===== config.mk =====
export PLATFORM = sky130hd
export DESIGN_NAME = shift_add_multiplier
export DESIGN_NICKNAME = d
export VERILOG_FILES = /design/src/rtl/arith_pkg.sv /design/src/rtl/ripple_carry_adder.sv /design/src/rtl/shift_add_multiplier.sv
export SDC_FILE = /design/constraint.sdc
export NUM_CORES = 1
export LEC_CHECK = 0
export ABC_AREA = 1
export BUFFER_PORTS_ARGS = -buffer_cell sky130_fd_sc_hd__buf_4
export CAP_MARGIN = 10
export CORE_MARGIN = 8
export CORE_UTILIZATION = 45
export DETAILED_ROUTE_END_ITERATION = 8
export PLACE_DENSITY = 0.8
export SYNTH_ARGS = -nofsm -noshare
export SYNTH_HDL_FRONTEND = slang
export SYNTH_SLANG_ARGS = --single-unit

===== constraint.sdc =====
create_clock -name clk -period 1.89 [get_ports clk]
set_input_delay 0.2835 -clock clk [delete_from_list [all_inputs] [get_ports clk]]
set_output_delay 0.2835 -clock clk [all_outputs]
set_load 0.02 [all_outputs]

===== src/rtl/arith_pkg.sv =====
// Shared arithmetic definitions: adder width and multiplier FSM encoding.
package arith_pkg;

  localparam int ADDER_WIDTH = 4;

  typedef enum logic [1:0] {
    IDLE = 2'd0,
    CALC = 2'd1,
    DONE = 2'd2
  } mul_state_t;

endpackage


===== src/rtl/ripple_carry_adder.sv =====
// ADDER_WIDTH-bit ripple-carry adder: {carry_out, sum} = a + b + c.
module ripple_carry_adder
  import arith_pkg::*;
(
  input  logic [ADDER_WIDTH-1:0] a,
  input  logic [ADDER_WIDTH-1:0] b,
  input  logic                   c,
  output logic [ADDER_WIDTH-1:0] sum,
  output logic                   carry_out
);

  logic [ADDER_WIDTH:0] cy;

  // Full-adder chain, carry rippling from bit 0 upward.
  always_comb begin
    cy    = '0;
    sum   = '0;
    cy[0] = c;
    for (int i = 0; i < ADDER_WIDTH; i++) begin
      sum[i]  = a[i] ^ b[i] ^ cy[i];
      cy[i+1] = (a[i] & b[i]) | (a[i] & cy[i]) | (b[i] & cy[i]);
    end
  end

  assign carry_out = cy[ADDER_WIDTH];

endmodule


===== src/rtl/shift_add_multiplier.sv =====
// Sequential unsigned shift-and-add multiplier built on ripple_carry_adder.
//
// Handshake: start is a request sampled only in IDLE; on that edge the
// operands are captured. busy is high for the WIDTH iteration cycles, then
// done pulses for exactly one cycle with product valid. product holds until
// the next accepted start or reset. start in CALC/DONE is ignored.
// WIDTH must equal ADDER_WIDTH (the adder is fixed at 4 bits).
module shift_add_multiplier
  import arith_pkg::*;
#(
  parameter int WIDTH = 4
) (
  input  logic               clk,
  input  logic               rst,
  input  logic               start,
  input  logic [WIDTH-1:0]   multiplicand,
  input  logic [WIDTH-1:0]   multiplier,
  output logic               busy,
  output logic               done,
  output logic [2*WIDTH-1:0] product,
  output logic [1:0]         dbg_state
);

  localparam int CW = $clog2(WIDTH) + 1;

  mul_state_t       state_q, state_d;
  logic [WIDTH-1:0] acc_q;
  logic [WIDTH-1:0] mq_q;
  logic [WIDTH-1:0] mc_q;
  logic [CW-1:0]    cnt_q;

  logic [WIDTH-1:0] add_b;
  logic [WIDTH-1:0] add_sum;
  logic             add_cout;

  // Add the multiplicand only when the current multiplier LSB is set.
  assign add_b = mq_q[0] ? mc_q : '0;

  ripple_carry_adder u_adder (
    .a         (acc_q),
    .b         (add_b),
    .c         (1'b0),
    .sum       (add_sum),
    .carry_out (add_cout)
  );

  // State register.
  always_ff @(posedge clk) begin
    if (rst) state_q <= IDLE;
    else     state_q <= state_d;
  end

  // Next-state logic: IDLE waits for start, CALC runs WIDTH cycles, DONE lasts one.
  always_comb begin
    state_d = state_q;
    case (state_q)
      IDLE:    if (start) state_d = CALC;
      CALC:    if (cnt_q == CW'(1)) state_d = DONE;
      DONE:    state_d = IDLE;
      default: state_d = IDLE;
    endcase
  end

  // Datapath: load operands on accepted start, shift {carry, sum, Q} right in CALC.
  always_ff @(posedge clk) begin
    if (rst) begin
      acc_q <= '0;
      mq_q  <= '0;
      mc_q  <= '0;
      cnt_q <= '0;
    end else begin
      case (state_q)
        IDLE: begin
          if (start) begin
            acc_q <= '0;
            mq_q  <= multiplier;
            mc_q  <= multiplicand;
            cnt_q <= CW'(WIDTH);
          end
        end
        CALC: begin
          acc_q <= {add_cout, add_sum[WIDTH-1:1]};
          mq_q  <= {add_sum[0], mq_q[WIDTH-1:1]};
          cnt_q <= cnt_q - 1'b1;
        end
        default: ;
      endcase
    end
  end

  assign busy      = (state_q == CALC);
  assign done      = (state_q == DONE);
  assign product   = {acc_q, mq_q};
  assign dbg_state = state_q;

endmodule


# Yosys cells after proc, flatten, opt, wreduce, memory -nomap -nowiden
# Cells that the tools add are included.
[totals]
input_bits = 11
output_inout_bits = 12
reg_bits = 17
[op_classes]
n_eq_ne = 5
muxes = 10
reduce_logical = 5
bitwise_logic = 23
n_addsub = 1
[op_table]
columns = ["operator", "n"]
rows = [
  ["$pmux 4 s2", 2],
  ["$mux 4", 3],
  ["$and 1x1->1", 10],
  ["$xor 1x1->1", 7],
  ["$or 1x1->1", 6],
  ["$pmux 3 s2", 1],
  ["$reduce_and 2->1", 3],
  ["$mux 2", 2],
  ["$pmux 2 s2", 1],
  ["$eq 3x1->1 const B", 1],
  ["$mux 3", 1],
  ["$sub 3x1->3 const B", 1],
  ["$eq 2x1->1 const B", 1],
  ["$eq 2x2->1 const B", 1],
  ["$logic_not 2->1", 1],
  ["$ne 2x1->1 const B", 1],
  ["$ne 2x2->1 const B", 1],
  ["$reduce_bool 2->1", 1],
]

# Logic depth before layout (Yosys ltp)
[logic_depth]
word_depth = 12
mapped_depth = 8
depth_no_buf = 8

# Cells and area by module
# A second synthesis with hierarchy kept.
[hier_totals]
hier_cells = 129
area_unflattened_um2 = 907.1
[by_module_without_submodules]
columns = ["module", "area_per_inst_um2", "seq_area_each_um2", "n_inst", "cells_per_inst"]
rows = [
  ["shift_add_multiplier", 789.5, 340.3, 1, 115],
  ["ripple_carry_adder", 117.6, 0.0, 1, 14],
]

# Worst setup path before layout
# OpenSTA, ideal clock, no wires.
[synth_timing]
kind = "flip-flop to flip-flop"
from = "reg mq_q[0]"
to = "reg acc_q[2]"
arrival_ns = 2.009
stages_incl_launch_ff = 9
path_slack_ns = -0.194
required_time_ns = 1.816
setup_time_ns = 0.074
synth_period_minus_slack_ns = 2.084
cell_sequence = "dfxtp_1 -> nand2_1 -> inv_1 -> ha_1 -> fa_1 -> fa_1 -> inv_1 -> fa_1 -> o21ai_0"
[synth_between]
elab_chain_len = 10
[synth_rtl]
columns = ["item", "line", "rtl"]
rows = [
  ["start: declaration", "shift_add_multiplier.sv:28", "logic [WIDTH-1:0] mq_q;"],
  ["start signal: assignment", "shift_add_multiplier.sv:76", "mq_q <= multiplier;"],
  ["start signal: assignment", "shift_add_multiplier.sv:83", "mq_q <= {add_sum[0], mq_q[WIDTH-1:1]};"],
  ["$mux 4 (*)", "shift_add_multiplier.sv:37", "assign add_b = mq_q[0] ? mc_q : '0;"],
  ["$and 1x1->1 (2 in series)", "ripple_carry_adder.sv:21", "cy[i+1] = (a[i] & b[i]) | (a[i] & cy[i]) | (b[i] & cy[i]);"],
  ["$or 1x1->1 (2 in series)", "ripple_carry_adder.sv:21", ""],
  ["$and 1x1->1", "ripple_carry_adder.sv:21", ""],
  ["$or 1x1->1 (2 in series)", "ripple_carry_adder.sv:21", ""],
  ["$xor 1x1->1 (*)", "ripple_carry_adder.sv:20", "sum[i] = a[i] ^ b[i] ^ cy[i];"],
  ["$pmux 4 s2 (*)", "shift_add_multiplier.sv:72", "case (state_q)"],
  ["end signal: assignment", "shift_add_multiplier.sv:82", "acc_q <= {add_cout, add_sum[WIDTH-1:1]};"],
  ["end: declaration", "shift_add_multiplier.sv:27", "logic [WIDTH-1:0] acc_q;"],
]
# Mark *: on every way between the ends. The rest lies on a longest branch, timed or not.
# A chain may end at the register's enable or synchronous reset.

# Final worst setup path
# Ends and elaborated chain as after synthesis.

==> results.md <==
* Clock sinks at 17
* Register bit total from synthesis at 17
* Ys async rst share at 0%
* CTS clk-pin slew, worst paths at ~0.1 ns
* Total net switching power at roughly 0.24 mW
* Min-Delay Path Class: in2reg
* Sw Share at between 30 and 40%
* YS warnings at 0
* CP Max Fanout at 5
* Cts-stage hold buffer count at 0
* Remaining DRCs at 0
* Syn Area/Cell at around 7.4 um^2
* First-pass DRT Iterations at 4
* Yosys cell types at 17
* Clock Tree Buf Depth at 2
* Number of enable flip-flop cells after synthesis at 0
* Status: complete, but fails checks
* Maximum clock rate at 0.5106 GHz
* Worst Path Required at between 2 and 2.5 ns
* Overflow after GRT at 0
* Final Hold Viols at 0
* Num rows at 16
* DR vias at roughly 800
* Hold path start: rst
* Port bufs at 22
* Global Route Usage Sum at 11.71%
* Initial DRC count at 6
* Max-slew headroom at just over 70%
* Final net count at 160
* Final wirelength at 1927 um
* Worst skew pair latency at approximately 0.28 ns
* Die X at 59.77 um
* Worst reg2reg path startpoint: mq_q[0]
* Cells after Synth at about 120
* P&R area growth vs syn at 28.16%
* Top_reg_cell synth: dfxtp_1
* Worst vdd ir at ~0.45 mV
* Worst-Margin Slew at approximately 0.42 ns
* Mean number of vias per cell at around 4.6
* Die H at about 60 um
* Register share of total power at a little over half
* Post-route ant nets at 0
* Power Density at between 700 and 800 nW/um^2
* Share of post-route cells with drive strength above 1 at 28.87%
* Hold depth at 2
* Tmin final at about 2.0 ns
* Antenna cells at 0
* Dpl hpwl at around 1500 um
* Pin count of the biggest net entering global routing at 16
* Sum of negative setup slack at -0.06833 ns
* Leak pwr at around 0.53 nW
* Max Transition Viols Final at 0
* Final Cycle Share at 103.6%
* Gpl congestion at roughly 0.80
* # Max-Cap Violations at 0
* Vias in the first global route at ~760
* Synth area leaders: dfxtp_1 (39%), nand2_1 (12%), nor2_1 (9.6%)
* Ports at 23
* Layout Skew at roughly 0.0029 ns
* Syn nets at 134
* Clock share of power at 24.5%
* Crit path DAT at ~2.2 ns
* First-pass GRT wire length at 3256 um
* RSZ-0062 raised after global routing: yes
* Setup Viol. Count Final at 1
* Hold path endpoint: acc_q[0]
* CP endpoint kind: flop
* Seq/Total Area, Yosys at 39.48%
* CTS tree: built
* CTS Buf Count at 3
* Total core area at ~1900 um^2
* Worst reg2reg path depth at 8
* Wire length per cell at 11.40 um
* Root buf cell: clkbuf_4
* CP Launch Type: flop
* Top-area cell type share of the netlist area at around two fifths
* Most common cell after layout, fill and taps aside: nand2_1
* Max H-tree Level at 1
* Initial core utilization at 45.81%
* Setup ws final at -0.06833 ns
* Reg2Reg Setup Slack at -0.07 ns
* Cell Area, Synth at around 860 um^2
* Commonest cells after routing, fill and taps aside: nand2_1 (25), buf_4 (23), nor2_1 (22)
* Post-synth top area cell: dfxtp_1
* Internal Pwr Total at around 0.54 mW
* Pre-CTS setup slack at -0.05090 ns
* Kind of critical path: reg2reg
* Final Util at 58.71%
* Power share of the combinational group at between 20% and 30%
* Failing checks: negative setup slack
* Reg2Reg Capture Point: acc_q[2]
* Initial antenna violation count at 0
* Die area at about 3600 um^2
==> cell usage after synthesis (2+ instances only) <==
| library cell | instances |
|---|---|
| nand2_1 | 27 |
| nor2_1 | 22 |
| dfxtp_1 | 17 |
| inv_1 | 16 |
| o21ai_0 | 9 |
| nand3_1 | 7 |
| a21oi_1 | 3 |
| fa_1 | 3 |
| ha_1 | 3 |
| buf_6 | 2 |
| nand2_2 | 2 |
==> power by group through the flow <==
stage	clock, mW	sequential, mW	combinational (mW)
6_report	0.190	0.411	0.177
3_3_place_gp	0	0.416	0.171
2_1_floorplan	0	0.427	0.106
4_1_cts	0.198	0.410	0.175
3_5_place_dp	0	0.418	0.174
5_1_grt	0.211	0.416	0.201
==> critical path, stage by stage, from the launching register on <==
cell and delay, ns:
dfxtp_4 0.36, buf_6 0.12, nand2_2 0.07, inv_2 0.04, fa_2 0.36, fa_2 0.36, inv_2 0.07, fa_1 0.39
o21ai_1 0.13
==> layer usage <==
metal	wire [um]	global-route usage [%]	vias to the layer above
met5	0	0	-
met4	18	4.762	0
met3	152	5.376	4
met2	850	18.92	20
met1	906	12.90	351
li1	-	-	408
==> per-stage QoR <==
step           std cells  power, mW  hold WS, ns  area, um^2
2_1_floorplan        117     0.5324       0.3526       873.3
3_3_place_gp         165     0.5867       0.4651        1060
3_5_place_dp         165     0.5927       0.4738        1060
4_1_cts              169     0.7826       0.1749        1086
5_1_grt              169     0.8274       0.1763        1105
6_report             169     0.7776       0.1840        1105
==> worst max path at each step <==
stage | start | endpoint | slack [ns]
2_1_floorplan | mq_q[0] | acc_q[2] | -0.03
3_3_place_gp | mq_q[0] | acc_q[2] | -0.004
3_5_place_dp | mq_q[0] | acc_q[2] | -0.05
4_1_cts | mq_q[0] | acc_q[2] | -0.07
5_1_grt | mq_q[0] | acc_q[2] | -0.12
6_report | mq_q[0] | acc_q[2] | -0.07
==> kinds of logic after synthesis <==
group,count (synthesis),share of synthesized area [%]
adders and majority gates,6,11.32
DFF,17,39.48
buffers and inverters,20,10.59
xor gates and xnor gates,1,1.016
and+or+nand+nor,60,28.74
AOI/OAI and AO/OA,13,8.853
==> cell type report <==
| type | instances | area, um^2 |
|---|---|---|
| Clock buffer | 4 | 26.28 |
| Fill cell | 198 | 777.0 |
| Inverter | 17 | 63.81 |
| Multi-Input combinational cell | 80 | 452.9 |
| Sequential cell | 17 | 344.1 |
| Tap cell | 27 | 33.78 |
| Timing Repair Buffer | 24 | 183.9 |
==> registers in the layout, indices dropped and copies added (netlist names) <==
signal,count
mq_q,4
acc_q,4
cnt_q,3
dbg_state,2
mc_q,4
==> repair_timing <==
item,4_1_cts,5_1_grt
endpoints found under the setup margin,1,1
buffers inserted,0,0
gates resized for setup,0,6
pin swaps,0,5
gates cloned,0,0
No activity file was read; power rests on OpenSTA's default activity.
